### src/rtl/naive_bus_arb_pkg.sv
// Shared types and sizing helpers for the naive bus arbiter.
// No logic of its own; imported by the arbiter top and its per-master counter.
package naive_bus_arb_pkg;

  localparam int STARVE_LIMIT_DEF = 15;

  typedef struct packed {
    logic        we;
    logic [31:0] addr;
    logic [31:0] wdata;
    logic [3:0]  be;
  } req_bundle_t;

  function automatic int cnt_width(input int limit);
    return $clog2(limit + 1);
  endfunction

endpackage

### src/rtl/arb_starve_cnt.sv
// Per-master wait counter: counts cycles a request goes unserved, saturating at LIMIT.
// One cycle to update; clears on handshake or idle, flags starved while requesting at LIMIT.
module arb_starve_cnt
  import naive_bus_arb_pkg::*;
#(
  parameter int LIMIT = STARVE_LIMIT_DEF,
  parameter int W     = cnt_width(LIMIT)
) (
  input  logic         clk,
  input  logic         rst_n,
  input  logic         req,
  input  logic         hs,
  output logic [W-1:0] cnt,
  output logic         starved
);

  localparam logic [W-1:0] CNT_MAX = W'(LIMIT);

  logic [W-1:0] cnt_q, cnt_d;

  always_comb begin
    cnt_d = cnt_q;
    if (!req || hs) begin
      cnt_d = '0;
    end else if (cnt_q != CNT_MAX) begin
      cnt_d = cnt_q + 1'b1;
    end
  end

  always_ff @(posedge clk or negedge rst_n) begin
    if (!rst_n) begin
      cnt_q <= '0;
    end else begin
      cnt_q <= cnt_d;
    end
  end

  assign cnt     = cnt_q;
  assign starved = req && (cnt_q == CNT_MAX);

endmodule

### src/rtl/naive_bus_arbiter.sv
// N-master to one-slave arbiter: static priority with starvation promotion; zero-cycle grant.
// Grant follows s_gnt combinationally; read data returns to the owner one cycle after handshake.
module naive_bus_arbiter
  import naive_bus_arb_pkg::*;
#(
  parameter int N_MASTER     = 3,
  parameter int STARVE_LIMIT = STARVE_LIMIT_DEF
) (
  input  logic                   clk,
  input  logic                   rst_n,
  input  logic [N_MASTER-1:0]    m_req,
  input  logic [N_MASTER-1:0]    m_we,
  input  logic [N_MASTER*32-1:0] m_addr,
  input  logic [N_MASTER*32-1:0] m_wdata,
  input  logic [N_MASTER*4-1:0]  m_be,
  output logic [N_MASTER-1:0]    m_gnt,
  output logic [N_MASTER*32-1:0] m_rdata,
  output logic [N_MASTER-1:0]    m_rvalid,
  output logic                   s_req,
  output logic                   s_we,
  output logic [31:0]            s_addr,
  output logic [31:0]            s_wdata,
  output logic [3:0]             s_be,
  input  logic                   s_gnt,
  input  logic [31:0]            s_rdata
);

  localparam int CW = cnt_width(STARVE_LIMIT);
  localparam int IW = (N_MASTER > 1) ? $clog2(N_MASTER) : 1;
  localparam logic [CW-1:0] CNT_MAX = CW'(STARVE_LIMIT);

  req_bundle_t         bundle [N_MASTER];
  req_bundle_t         sel;
  logic [N_MASTER-1:0] starved;
  logic [CW-1:0]       cnt [N_MASTER];
  logic                win_vld;
  logic [IW-1:0]       win_idx;
  logic                rd_pend_q, rd_pend_d;
  logic [IW-1:0]       rd_owner_q, rd_owner_d;

  for (genvar i = 0; i < N_MASTER; i++) begin : g_master
    assign bundle[i] = '{we:    m_we[i],
                         addr:  m_addr[i*32 +: 32],
                         wdata: m_wdata[i*32 +: 32],
                         be:    m_be[i*4 +: 4]};

    arb_starve_cnt #(
      .LIMIT (STARVE_LIMIT),
      .W     (CW)
    ) u_cnt (
      .clk     (clk),
      .rst_n   (rst_n),
      .req     (m_req[i]),
      .hs      (m_gnt[i]),
      .cnt     (cnt[i]),
      .starved (starved[i])
    );

    always_ff @(posedge clk) begin
      if (rst_n) assert (!starved[i] || cnt[i] == CNT_MAX);
    end
  end

  // Starved requesters outrank everyone; among equals the lowest index wins.
  always_comb begin
    logic found;
    found   = 1'b0;
    win_vld = 1'b0;
    win_idx = '0;
    for (int i = 0; i < N_MASTER; i++) begin
      if (starved[i] && !found) begin
        found   = 1'b1;
        win_vld = 1'b1;
        win_idx = IW'(i);
      end else if (m_req[i] && !win_vld) begin
        win_vld = 1'b1;
        win_idx = IW'(i);
      end
    end
    if (!rst_n) win_vld = 1'b0;
  end

  always_comb begin
    sel     = win_vld ? bundle[win_idx] : '0;
    s_req   = win_vld;
    s_we    = sel.we;
    s_addr  = sel.addr;
    s_wdata = sel.wdata;
    s_be    = sel.be;

    m_gnt = '0;
    if (win_vld) m_gnt[win_idx] = s_gnt;

    rd_pend_d  = win_vld && s_gnt && !sel.we;
    rd_owner_d = rd_pend_d ? win_idx : rd_owner_q;

    m_rvalid = '0;
    m_rdata  = '0;
    if (rd_pend_q) begin
      m_rvalid[rd_owner_q]           = 1'b1;
      m_rdata[32*rd_owner_q +: 32]   = s_rdata;
    end
  end

  always_ff @(posedge clk or negedge rst_n) begin
    if (!rst_n) begin
      rd_pend_q  <= 1'b0;
      rd_owner_q <= '0;
    end else begin
      rd_pend_q  <= rd_pend_d;
      rd_owner_q <= rd_owner_d;
    end
  end

endmodule

### config.mk
export PLATFORM = sky130hd
export DESIGN_NAME = naive_bus_arbiter
export DESIGN_NICKNAME = d
export VERILOG_FILES = /design/src/rtl/naive_bus_arb_pkg.sv /design/src/rtl/arb_starve_cnt.sv /design/src/rtl/naive_bus_arbiter.sv
export SDC_FILE = /design/constraint.sdc
export NUM_CORES = 1
export LEC_CHECK = 0
export ABC_CLOCK_PERIOD_IN_PS = 3600
export BUFFER_PORTS_ARGS = -buffer_cell sky130_fd_sc_hd__buf_4
export CAP_MARGIN = 20
export CORE_AREA = 2 2 161 163
export DETAILED_ROUTE_END_ITERATION = 12
export DIE_AREA = 0 0 163 165
export HOLD_SLACK_MARGIN = 0.02
export SETUP_SLACK_MARGIN = 0.15
export SLEW_MARGIN = 10
export SYNTH_ARGS = -nofsm -noshare
export SYNTH_HDL_FRONTEND = slang
export SYNTH_SLANG_ARGS = --single-unit
### constraint.sdc
create_clock -name clk -period 3.6 [get_ports clk]
set_clock_uncertainty 0.05 [all_clocks]
set_input_delay 0.54 -clock clk [delete_from_list [all_inputs] [get_ports clk]]
set_output_delay 0.54 -clock clk [all_outputs]
set_load 0.05 [all_outputs]
Word-level counts from Yosys, hierarchy flattened
Cells that the tools add are included.
Word-level totals
  register bits after elaboration: 15
  latch bits: 0
  RAM bits: 0
  ROM bits: 0
  input bits: 245
  output and inout bits: 172
  memories: 0
Cells by class
  $add $sub $neg: 4
  $mul: 0
  div/mod/pow operators: 0
  order comparisons: 5
  equal/unequal tests: 6
  shift operators: 2
  muxes and demuxes: 30
  bitwise logic cells: 3
  reductions and logical operators: 25
Operators with widths (number)
  69-bit two-way mux: 3
  69-bit binary-select mux with 2-bit select: 1
  96-bit AND: 1
  96-bit two-way mux: 1
  32-bit by 34-bit variable shift with 96-bit output (first input constant): 1
  32-bit by 34-bit variable part select with 96-bit output: 1
  7-bit negator with 34-bit output: 1
  4-bit two-way mux: 6
  1-bit two-way mux: 13
  4-bit by 1-bit adder with 4-bit output (second input constant): 3
  4-bit equality test (second input constant): 3
  4-bit != test (second input constant): 3
  1-bit logical AND: 11
  1-bit logical NOT: 8
  2-bit by 3-bit < comparator with 1-bit output (second input constant): 2
  3-bit two-way mux: 2
  2-bit nonzero test: 3
  1-bit demux with 2-bit select: 2
  2-bit by 1-bit >= comparator with 1-bit output (second input constant): 2
  2-bit two-way mux: 2
  3-bit AND: 1
  3-bit >= comparator (second input constant): 1
  1-bit logical OR: 3
  2-bit NOT with 3-bit output: 1

Depth between registers and ports, before layout
Gate-level depths: netlist of the first run.
  depth in word-level cells: 19
  depth in mapped cells: 10
  depth with buffers taken out: 6

By module
Synthesis of the first run repeated with hierarchy kept, for this count alone.
Second synthesis, totals
  cell total of the unflattened synthesis: 445
  area total of the unflattened synthesis: 3291.9 µm²
Modules (own cells, without submodules)
  naive_bus_arbiter: times used 1, cells an instance 382, area each 2601.2 µm², seq. area each 75.1 µm²
  arb_starve_cnt: times used 3, cells an instance 21, area each 230.2 µm², seq. area each 100.1 µm²

Worst setup path before layout of the first run
No wires, ideal clock.
  path kind: reg-to-output
  start point: register g_master[1].u_cnt.cnt_q[0]
  end point: output port s_addr[22]
  arrival: 2.334 ns
  required time: 3.010 ns
  slack: 0.676 ns
  cell stages (with the launch flop): 11
  cells stage by stage: dfrtp_1 > ha_1 > and3_1 > buf_4 > o22ai_2 > and2_1 > buf_2 > buf_6 > buf_6 > a222oi_1 > nor2_1
On the way
  word-level cells in the longest chain between the ends: 13
Ends and longest elaborated chain
  start: declaration: RTL line arb_starve_cnt.sv:19  | logic [W-1:0] cnt_q, cnt_d;
  start signal: assignment: RTL line arb_starve_cnt.sv:34  | cnt_q <= cnt_d;
  4-bit equality test *: RTL line arb_starve_cnt.sv:39  | assign starved = req && (cnt_q == CNT_MAX);
  1-bit logical AND *: RTL line arb_starve_cnt.sv:39
  1-bit logical AND *: RTL line naive_bus_arbiter.sv:71  | if (starved[i] && !found) begin
  1-bit two-way mux: RTL line naive_bus_arbiter.sv:71
  1-bit logical NOT: RTL line naive_bus_arbiter.sv:75  | end else if (m_req[i] && !win_vld) begin
  1-bit logical AND: RTL line naive_bus_arbiter.sv:75
  2-bit two-way mux: RTL line naive_bus_arbiter.sv:75
  2-bit two-way mux: RTL line naive_bus_arbiter.sv:71
  2-bit NOT with 3-bit output (implied by the code): RTL line naive_bus_arbiter.sv:84  | sel = win_vld ? bundle[win_idx] : '0;
  69-bit binary-select mux with 2-bit select: RTL line naive_bus_arbiter.sv:84
  69-bit two-way mux (implied by the code) (2 in a row): RTL line naive_bus_arbiter.sv:84
  69-bit two-way mux *: RTL line naive_bus_arbiter.sv:84
  end: declaration: RTL line naive_bus_arbiter.sv:21  | output logic [31:0] s_addr,
Mark *: on every way between the ends. The rest lies on a longest branch, timed or not. The select of a mux whose other input is x is not followed.

Final worst setup path of the first run
  start point: register g_master[1].u_cnt.cnt_q[0]
  end point: output port s_wdata[1]
On the way
  word-level cells in the longest chain between the ends: 13
Ends and longest elaborated chain
  4-bit equality test *: RTL line arb_starve_cnt.sv:39
  1-bit logical AND *: RTL line arb_starve_cnt.sv:39
  1-bit logical AND *: RTL line naive_bus_arbiter.sv:71
  1-bit two-way mux: RTL line naive_bus_arbiter.sv:71
  1-bit logical NOT: RTL line naive_bus_arbiter.sv:75
  1-bit logical AND: RTL line naive_bus_arbiter.sv:75
  2-bit two-way mux: RTL line naive_bus_arbiter.sv:75
  2-bit two-way mux: RTL line naive_bus_arbiter.sv:71
  2-bit NOT with 3-bit output (implied by the code): RTL line naive_bus_arbiter.sv:84
  69-bit binary-select mux with 2-bit select: RTL line naive_bus_arbiter.sv:84
  69-bit two-way mux (implied by the code) (2 in a row): RTL line naive_bus_arbiter.sv:84
  69-bit two-way mux *: RTL line naive_bus_arbiter.sv:84
  end: declaration: RTL line naive_bus_arbiter.sv:22  | output logic [31:0] s_wdata,
Marks and branches as above.

==> results, run 1 <==
- Across the VDD grid, the largest voltage drop is 0.000165 V.
- By instance count, the leading cell after synthesis is sky130_fd_sc_hd__and2_1.
- After routing, the total negative slack on setup checks comes to 0 ps.
- The cell-internal power is 687 uW.
- The total congestion overflow after global routing is 0.
- The endpoint required time on the critical path is 3010 ps.
- For this run, the detailed router's first-pass iteration total came to 7.
- Global routing consumed, over all layers together, 13.1% of the routing resources.
- The power share of the sequential group is 16.1%.
- STA classifies the critical path startpoint as a register.
- The highest clock rate is 309 MHz.
- The yosys synthesis warning count is 0.
- The number of hold-slack violations in the final timing report is 0.
- The die extent in y is 165 um.
- Sequential elements use 13.7% of the synthesized area.
- By startpoint and endpoint, the worst setup path is classified as reg2out.
- The number of enable flip-flop cells after synthesis is 0.
- The flow ran to the end, and the final reports show no timing, DRC or antenna violations.
- Buffers added to address setup during post-CTS repair amount to 0.
- Setup repair after global routing left no endpoint under its margin.
- The via count normalized by instance count is 4.29.
- In this run the mean area of a mapped cell was 7.13 um2.
- The area added between synthesis and finish is 129%.
- Ranked by instance count, the synthesized netlist is headed by sky130_fd_sc_hd__and2_1 (101), sky130_fd_sc_hd__nor2_1 (84), sky130_fd_sc_hd__a222oi_1 (68).
- The number of global-route vias before repair is 4,299.
- For this design the static power due to leakage is 3.21 nW.
- After clock tree synthesis, the flow added hold-fix buffers numbering 0.
- In this run, the clock network consumes 17.3% of the power.
- The initial utilization of the core area, before any placement, comes to 10.9%.
- The worst setup path is captured at a primary output.
- The leading register cell type out of synthesis is sky130_fd_sc_hd__dfrtp_1.
- The row count is 58.
- The switching power summed over all nets is 555 uW.
- The cell area power density is 198 mW/mm2.
- The fraction of registers with async set/reset is 100%.
- The die width is 163 um.
- The biggest area consumer among synthesized cells is sky130_fd_sc_hd__a222oi_1.
- After synthesis, the netlist uses 37 different library cells.
- The combinational cell fraction of total power is 66.7%.
- The total of flip-flops plus latches after synthesis is 15.
- In this run, CTS created clock tree buffers numbering 3.
- The fraction of the cycle the final worst path needs is 90.0%.
- The number of violations of the max-capacitance limit is 0.
- The I/O pin total is 417.
- The number of sinks handled by clock tree synthesis is 15.
- The number of nets in the final layout is 1,020.
- The number of antenna violations at the first check in global routing is 5.
- In the final routed layout, each cell accounts on average for 18.3 um.
- Routability-driven placement finished with a final weighted congestion of 0.855.
- The full die area is 0.0269 mm2.
- The HPWL reported at the end of detailed placement is 17.3 mm.
- The path type of the worst min-delay path is in2async.
- The post-synthesis net count is 636.
- The slew of the pin with the lowest slew margin is 862 ps.
- Summing all non-filler instances in the final layout gives an area of 0.00627 mm2.
- The post-route antenna net violation count is 0.
- At the worst endpoint, the arrival time is 2650 ps.
- The maximum clock insertion buffer count is 2.
- After clock tree synthesis, the clock-pin slew on the worst setup and hold paths is 50 ps.
- The relative max-transition margin is 42.6%.
- Entering global routing, the biggest net connects 70 pins.
- The clock latency on the worst-skew pair is 240 ps.
- The clock tree root driver cell is sky130_fd_sc_hd__clkbuf_16.
- The ratio of cells with drive above 1 in the final layout is 56.7%.
- In this run the biggest area consumer among cell types represents 24.9% of the synthesized area.
- The number of gates resized after CTS was 0.
- The synthesized area is 0.00274 mm2.
- The count of buffers from port buffering is 416.
- After detailed routing, the number of remaining DRC violations is 0.
- Final hold analysis gives a worst-case slack of 112 ps.
- The number of H-tree levels is 1.
- The shortest period the worst path allows is 3240 ps.
- The TritonCTS clock tree is yes.
- The core region is 0.0250 mm2.
- The first-iteration detailed-routing DRC count is 495.
- The cell count after synthesis came out at 384.
- The final wirelength is 20.1 mm.
- The detailed router placed 4,715 vias in this run.
- The fraction of power spent switching nets is 44.7%.
- Setup violations remaining at the end of the flow were counted as 0.
- The highest fanout seen on the critical path is 46.
- The filler cells instantiated in the layout total 2,798.
- Once placement finished, the instance area stood at 0.00619 mm2.
- The first global-routing pass estimated 26.7 mm of wire.
- Ranked by total cell area, the synthesized netlist is headed by sky130_fd_sc_hd__a222oi_1 (25%), sky130_fd_sc_hd__and2_1 (23%), sky130_fd_sc_hd__dfrtp_1 (14%).
- The final number of max-transition violations is 0.
==> worst paths after layout <==
kind                                                        end                            startpoint  slack (ps)  depth (start not counted)
max in group asynchronous  g_master[0].u_cnt.cnt[2]$_DFFE_PN0P_                                 rst_n        3190                          1
min                        g_master[2].u_cnt.cnt[1]$_DFFE_PN0P_                                 rst_n         110                          1
min reg2reg                g_master[0].u_cnt.cnt[1]$_DFFE_PN0P_  g_master[0].u_cnt.cnt[1]$_DFFE_PN0P_         510                          2
max reg2reg                           rd_owner_q[1]$_DFFE_PN0P_  g_master[1].u_cnt.cnt[0]$_DFFE_PN0P_        1590                          7
max                                                  s_wdata[1]  g_master[1].u_cnt.cnt[0]$_DFFE_PN0P_         360                          8
min in group clk           g_master[0].u_cnt.cnt[1]$_DFFE_PN0P_  g_master[0].u_cnt.cnt[1]$_DFFE_PN0P_         510                          2
==> layout make-up <==
type,instances,area [um2],area share [%]
repair buffers,423,3240,51.6
clock buffers,4,78.8,1.26
flip-flops and latches,15,375,5.98
diodes,2,5.00,0.0798
multi-input cells,321,2150,34.3
inverters,4,15.0,0.239
well taps,330,413,6.58
==> critical path, stage by stage (launching register included) <==
cell,delay (ps)
sky130_fd_sc_hd__dfrtp_1,390
sky130_fd_sc_hd__ha_1,240
sky130_fd_sc_hd__and3_1,330
sky130_fd_sc_hd__o22ai_2,140
sky130_fd_sc_hd__and2_2,270
sky130_fd_sc_hd__buf_12,190
sky130_fd_sc_hd__a222oi_1,460
sky130_fd_sc_hd__nor2_1,120
sky130_fd_sc_hd__buf_4,220
==> metal layers <==
layer / vias up / share of wire (%) / wire, um / track usage (%)
met5: - / 0.18 / 37 / 0
met4: 6 / 0.86 / 173 / 2.74
met3: 18 / 10 / 2060 / 3.29
met2: 333 / 49 / 9930 / 22.9
met1: 2144 / 39 / 7920 / 16.2
li1: 2214 / - / - / -
==> through the flow <==
stage / setup slack [ps] / std cells / total power [mW] / utilization, %
after floorplan: 676 / 384 / 0.628 / -
after global placement: 567 / 1093 / 1.03 / 24.7
after global routing: 195 / 1099 / 1.31 / 25.1
after CTS: 289 / 1097 / 1.25 / 25.0
after detailed placement: 564 / 1093 / 1.03 / 24.7
final: 361 / 1099 / 1.24 / 25.1
==> kinds of logic (layout without fill, tap and decap cells) <==
logic type / after synthesis / in the layout / share of synthesized area [%]
and+or+nand+nor: 221 / 221 / 42.2
AOI/OAI and AO/OA: 88 / 88 / 30.5
buffers and inverters: 48 / 431 / 8.78
adders and majority gates: 7 / 7 / 3.20
xor gates and xnor gates: 3 / 3 / 0.960
other: 0 / 2 / 0
DFF: 15 / 15 / 13.7
muxes: 2 / 2 / 0.732
==> placed cells by master, fill, tap and decap left out, types with 3 or more instances in the layout <==
cell	n
sky130_fd_sc_hd__nor3_1	6
sky130_fd_sc_hd__ha_1	7
sky130_fd_sc_hd__nor3b_1	4
sky130_fd_sc_hd__buf_12	5
sky130_fd_sc_hd__dfrtp_1	15
sky130_fd_sc_hd__buf_4	418
sky130_fd_sc_hd__a222oi_1	68
sky130_fd_sc_hd__nand3_1	6
sky130_fd_sc_hd__nor2_1	84
sky130_fd_sc_hd__and2_1	100
sky130_fd_sc_hd__clkbuf_16	3
sky130_fd_sc_hd__nand2_1	10
sky130_fd_sc_hd__inv_1	4
sky130_fd_sc_hd__a31oi_1	3
sky130_fd_sc_hd__and3_1	3
==> registers in the layout, summed over array words and instances (netlist names) <==
register and cells:
rd_owner_q 2, g_master.u_cnt.cnt 12, rd_pend_q 1
==> power by group through the flow <==
stage | combinational (mW) | clock, mW | sequential, mW
after CTS | 0.832 | 0.223 | 0.199
after detailed placement | 0.830 | 0 | 0.202
after global placement | 0.827 | 0 | 0.200
after floorplan | 0.432 | 0 | 0.196
after global routing | 0.878 | 0.231 | 0.201
final | 0.828 | 0.214 | 0.199
No activity file was read; power rests on OpenSTA's default activity.
==> run 2, diff against run 1 <==
--- a/config.mk
+++ b/config.mk
@@ -5,15 +5,18 @@
 export SDC_FILE = /design/constraint.sdc
 export NUM_CORES = 1
 export LEC_CHECK = 0
+export ABC_AREA = 1
 export ABC_CLOCK_PERIOD_IN_PS = 3600
 export BUFFER_PORTS_ARGS = -buffer_cell sky130_fd_sc_hd__buf_4
 export CAP_MARGIN = 20
-export CORE_AREA = 2 2 161 163
+export CORE_AREA = 2 2 164 166
 export DETAILED_ROUTE_END_ITERATION = 12
-export DIE_AREA = 0 0 163 165
+export DIE_AREA = 0 0 166 168
 export HOLD_SLACK_MARGIN = 0.02
+export REMOVE_ABC_BUFFERS = 1
 export SETUP_SLACK_MARGIN = 0.15
 export SLEW_MARGIN = 10
 export SYNTH_ARGS = -nofsm -noshare
 export SYNTH_HDL_FRONTEND = slang
+export SYNTH_HIERARCHICAL = 1
 export SYNTH_SLANG_ARGS = --single-unit
==> run 2 against run 1 <==
  * Non-clock buffer count increased by 5
  * Total power increased by 12%
  * Register-to-register slack got worse by 420 ps
  * Design area increased by 11%
  * Synthesized area increased by 28%
  * Via count increased by 27%
  * First-iteration DRC count decreased by 63%
  * Synthesized cell count increased by 91%
  * Routed wire length increased by 5.8%
==> results, run 2 <==
- The first-iteration detailed-routing DRC count is 182 (-63%).
- The clock buffer count from CTS is 3 (unchanged).
- The I/O pin total is 417 (unchanged).
- The power share of the sequential group came to 13.9% (-2.2 points).
- The mean instance size in the synthesized netlist is 4.76 um2 (-33%).
- The critical path arrival is 2640 ps (about the same).
- The die width is 166 um (+1.8%).
- The cell with the most instances after synthesis is sky130_fd_sc_hd__nand2_1.
- The capture point of the worst reg-to-reg path is g_master[0].u_cnt/cnt[1]$_DFFE_PN0P_.
- The final number of max-transition violations is 0 (unchanged).
- The worst setup path is launched from a register.
- The number of global-route vias before repair is 5,746 (+34%).
- The clock power share came to 15.3% (-2.0 points).
- The starting utilization of the core area was 13.3% (+2.3 points).
- The die extent in y is 168 um (+1.8%).
- For this run, the leading register cell type out of synthesis is sky130_fd_sc_hd__dfrtp_1.
- The final routed wire length divided by cell count is 14.6 um (-20%).
- The count of buffers from port buffering was 416 (unchanged).
- The clock-pin slew on the worst setup and hold paths is 50 ps (about the same).
- The number of H-tree levels is 1 (unchanged).
- TritonCTS built the clock tree.
- The area of the placeable core is 0.0264 mm2 (+5.2%).
- The number of violations of the max-capacitance limit is 0 (unchanged).
- The worst hold slack across all endpoints is 98.7 ps (-13.2 ps).
- The critical path class is reg2out.
- The antenna cell count is 0 (-2).
- The row count was 60 (+3.4%).
- The top-area cell type share of the netlist area is 40.9% (+16 points).
- The number of nets in the final layout came to 1,366 (+34%).
- The sum of internal, switching and leakage power came to 1.39 mW (+12%).
- The number of flip-flops under the largest register name is 12 (unchanged).
- The post-route antenna net violation count came to 0 (unchanged).
- The shortest period the worst path allows was 3230 ps (-5.17 ps).
- Counting instances in the post-synthesis netlist gives the leading cell types as sky130_fd_sc_hd__nand2_1 (381), sky130_fd_sc_hd__nor3_1 (97), sky130_fd_sc_hd__a21oi_1 (69).
- The number of hold-slack violations in the final timing report is 0 (unchanged).
- The peak supply drop came to 0.000122 V (-26%).
- The cell count after placement is 1,450 (+33%).
- The routed via count is 5,991 (+27%).
- The multi-input logic area came to 0.00265 mm2 (+23%).
- The yosys synthesis warning count is 6 (+6).
- The placer congestion estimate is 0.843 (-1.5%).
- The area added between synthesis and finish is 99.9%.
- The startpoint of the lowest-slack register-to-register path is g_master[0].u_cnt/cnt[0]$_DFFE_PN0P_.
- The fraction of the cycle the final worst path needs is 89.8% (-0.14 points).
- The ratio of cells with drive above 1 in the final layout is 40.1% (-17 points).
- The number of cells traversed by the worst register-to-register path came to 14 (+7).
- The number of fill cells is 2,970 (+6.1%).
- The path type of the worst min-delay path is in2async.
- The cell-internal power was 689 uW (+0.25%).
- The root buffer cell chosen for the clock tree is sky130_fd_sc_hd__clkbuf_16.
- The worst setup path is captured at a primary output.
- The overall global routing resource usage is 14.1% (+1.0 points).
- The fraction of power spent switching nets was 50.6% (+5.9 points).
- The most common cell after layout, fill and taps aside is sky130_fd_sc_hd__buf_4.
- The highest clock rate is 309 MHz (+0.16%).
- The number of cells in the finished layout apart from fillers is 1,454 (+32%).
- The synthesized netlist cell count is 735 (+91%).
- Leaving out fill and tap cells, the most frequent cells in the layout are sky130_fd_sc_hd__buf_4 (425), sky130_fd_sc_hd__nand2_1 (380), sky130_fd_sc_hd__nor3_1 (97), sky130_fd_sc_hd__a21oi_1 (69), sky130_fd_sc_hd__inv_1 (50).
- The flow ran to the end, and the final reports show no timing, DRC or antenna violations.
- The total congestion overflow after global routing came to 0 (unchanged).
- The slew of the pin with the lowest slew margin is 1100 ps (+241 ps).
- The number of buffers added for setup after CTS came to 0 (unchanged).
- The setup slack on the worst flop-to-flop path is 1170 ps (-420 ps).
- Setup repair after global routing left no endpoint under its margin.
- The full die area is 0.0279 mm2 (+3.7%).
- The combinational cell fraction of total power is 70.9% (+4.2 points).
- The number of sinks handled by clock tree synthesis is 15 (unchanged).
- The synthesized area is 0.00350 mm2 (+28%).
- The HPWL reported at the end of detailed placement is 17.9 mm (+3.8%).
- The relative max-transition margin was 26.3% (-16 points).
- After synthesis, the cell types taking the most area are sky130_fd_sc_hd__nand2_1 (41%), sky130_fd_sc_hd__nor3_1 (14%), sky130_fd_sc_hd__dfrtp_1 (11%).
- The clock latency on the worst-skew pair is 250 ps (about the same).
- The maximum clock insertion buffer count was 2 (unchanged).
- The via count normalized by instance count came to 4.12 (-4.0%).
- The final setup violation count was 0 (unchanged).
- The switching power summed over all nets came to 706 uW (+27%).
- The static leakage is 3.96 nW (+23%).
- The maximum number of pins on one net before global-route repair is 71 (+1.4%).
- The combined flip-flop and latch cell area came to 375 um2 (unchanged).
- The highest fanout seen on the critical path is 70 (+52%).
- The cell area power density was 199 mW/mm2 (+0.74%).
- The wire length of the first global-routing pass was 31.9 mm (+20%).
- Summed over all instances, the cell type with the most area after synthesis is sky130_fd_sc_hd__nand2_1.
- The number of antenna violations at the first check in global routing is 0 (-5).
- The count of TritonRoute iterations in the first routing pass is 4 (-3).
- The post-route DRC violation count was 0 (unchanged).
- The setup total negative slack is 0 ps (unchanged).
- The endpoint required time on the critical path is 3010 ps (about the same).
- The count of different cell masters after synthesis was 21 (-43%).
- The final wirelength came to 21.3 mm (+5.8%).
- The proportion of synthesized chip area in sequential cells is 10.7% (-3.0 points).
- The fraction of registers with async set/reset is 100% (unchanged).
- The number of enable flip-flop cells after synthesis is 0 (unchanged).
- The total of flip-flops plus latches after synthesis is 15 (unchanged).
[run 2: cell count changes after synthesis, sizes merged, moves of 18 or more]
| cell | previous run | this run |
|---|---|---|
| buf | 23 | 41 |
| a21oi | 3 | 70 |
| and2 | 101 | 0 |
| inv | 4 | 52 |
| a222oi | 68 | 0 |
| nand2 | 10 | 383 |
| nor2 | 84 | 34 |
| nor3 | 6 | 97 |
[run 2: worst max path at each step]
stage / slack [ps] / to / cells past startpoint / from
2_1_floorplan: -780 / m_gnt[0] / 7 / g_master[0].u_cnt/cnt[0]$_DFFE_PN0P_
3_3_place_gp: 480 / s_wdata[13] / 11 / m_req[1]
3_5_place_dp: 520 / s_wdata[13] / 11 / g_master[0].u_cnt/cnt[0]$_DFFE_PN0P_
4_1_cts: 250 / s_wdata[13] / 11 / g_master[0].u_cnt/cnt[0]$_DFFE_PN0P_
5_1_grt: 150 / s_wdata[13] / 11 / g_master[0].u_cnt/cnt[0]$_DFFE_PN0P_
6_report: 370 / s_wdata[20] / 13 / g_master[1].u_cnt/cnt[0]$_DFFE_PN0P_
[run 2: routing by layer]
| metal | share of wire (%) | vias to the layer above | global-route usage, % |
|---|---|---|---|
| li1 | - | 3051 | - |
| met1 | 40 | 2605 | 16.6 |
| met2 | 51 | 313 | 26.8 |
| met3 | 7.8 | 22 | 2.84 |
| met4 | 1.3 | 0 | 2.38 |
| met5 | 0 | - | 0 |
[run 2: stage by stage]
| step | cell area [um2] | util, % | worst slack [ps] |
|---|---|---|---|
| after floorplan | 3220 | - | -784 |
| after global placement | 6900 | 26.2 | 476 |
| after detailed placement | 6900 | 26.2 | 516 |
| after CTS | 6980 | 26.5 | 246 |
| after global routing | 6990 | 26.5 | 149 |
| final | 6990 | 26.5 | 366 |
[run 2: power groups by stage]
stage	clock network (mW)	logic [mW]	registers (mW)
after floorplan	0	0.535	0.193
after global placement	0	0.993	0.195
after detailed placement	0	0.993	0.196
after CTS	0.221	0.995	0.194
after global routing	0.225	1.06	0.196
final	0.213	0.988	0.194
[run 2: what timing repair did]
item / 4_1_cts / 5_1_grt
hold buffers: 0 / 0
resized for setup: 0 / 4
endpoints found under the setup margin: 0 / 31
endpoints found under the hold margin: 0 / 0
[run 2: kinds of logic after synthesis]
kind of cell,after synthesis,share of synthesized area [%]
DFF,15,10.7
buffers and inverters,107,13.6
and+or+nand+nor,533,62.6
AOI/OAI and AO/OA,73,10.6
adders and majority gates,7,2.50
[run 2: layout make-up]
type	instances	area share, %
clock buffers	3	1.07
clock inverters	1	0.0716
inverters	53	2.93
multi-input cells	613	37.9
flip-flops and latches	15	5.37
well taps	341	6.10
repair buffers	428	46.6
[run 2: worst max-delay path, stage by stage, from the launching register on]
cell and delay, ps:
sky130_fd_sc_hd__dfrtp_1 380, sky130_fd_sc_hd__ha_1 220, sky130_fd_sc_hd__nand3_2 110, sky130_fd_sc_hd__nor2_1 210, sky130_fd_sc_hd__inv_2 70, sky130_fd_sc_hd__a21oi_2 170
sky130_fd_sc_hd__nand2_2 110, sky130_fd_sc_hd__clkinv_2 70, sky130_fd_sc_hd__buf_12 260, sky130_fd_sc_hd__nand2_1 90, sky130_fd_sc_hd__nand2_1 120, sky130_fd_sc_hd__nand2_1 70
sky130_fd_sc_hd__a21oi_1 200, sky130_fd_sc_hd__buf_4 250
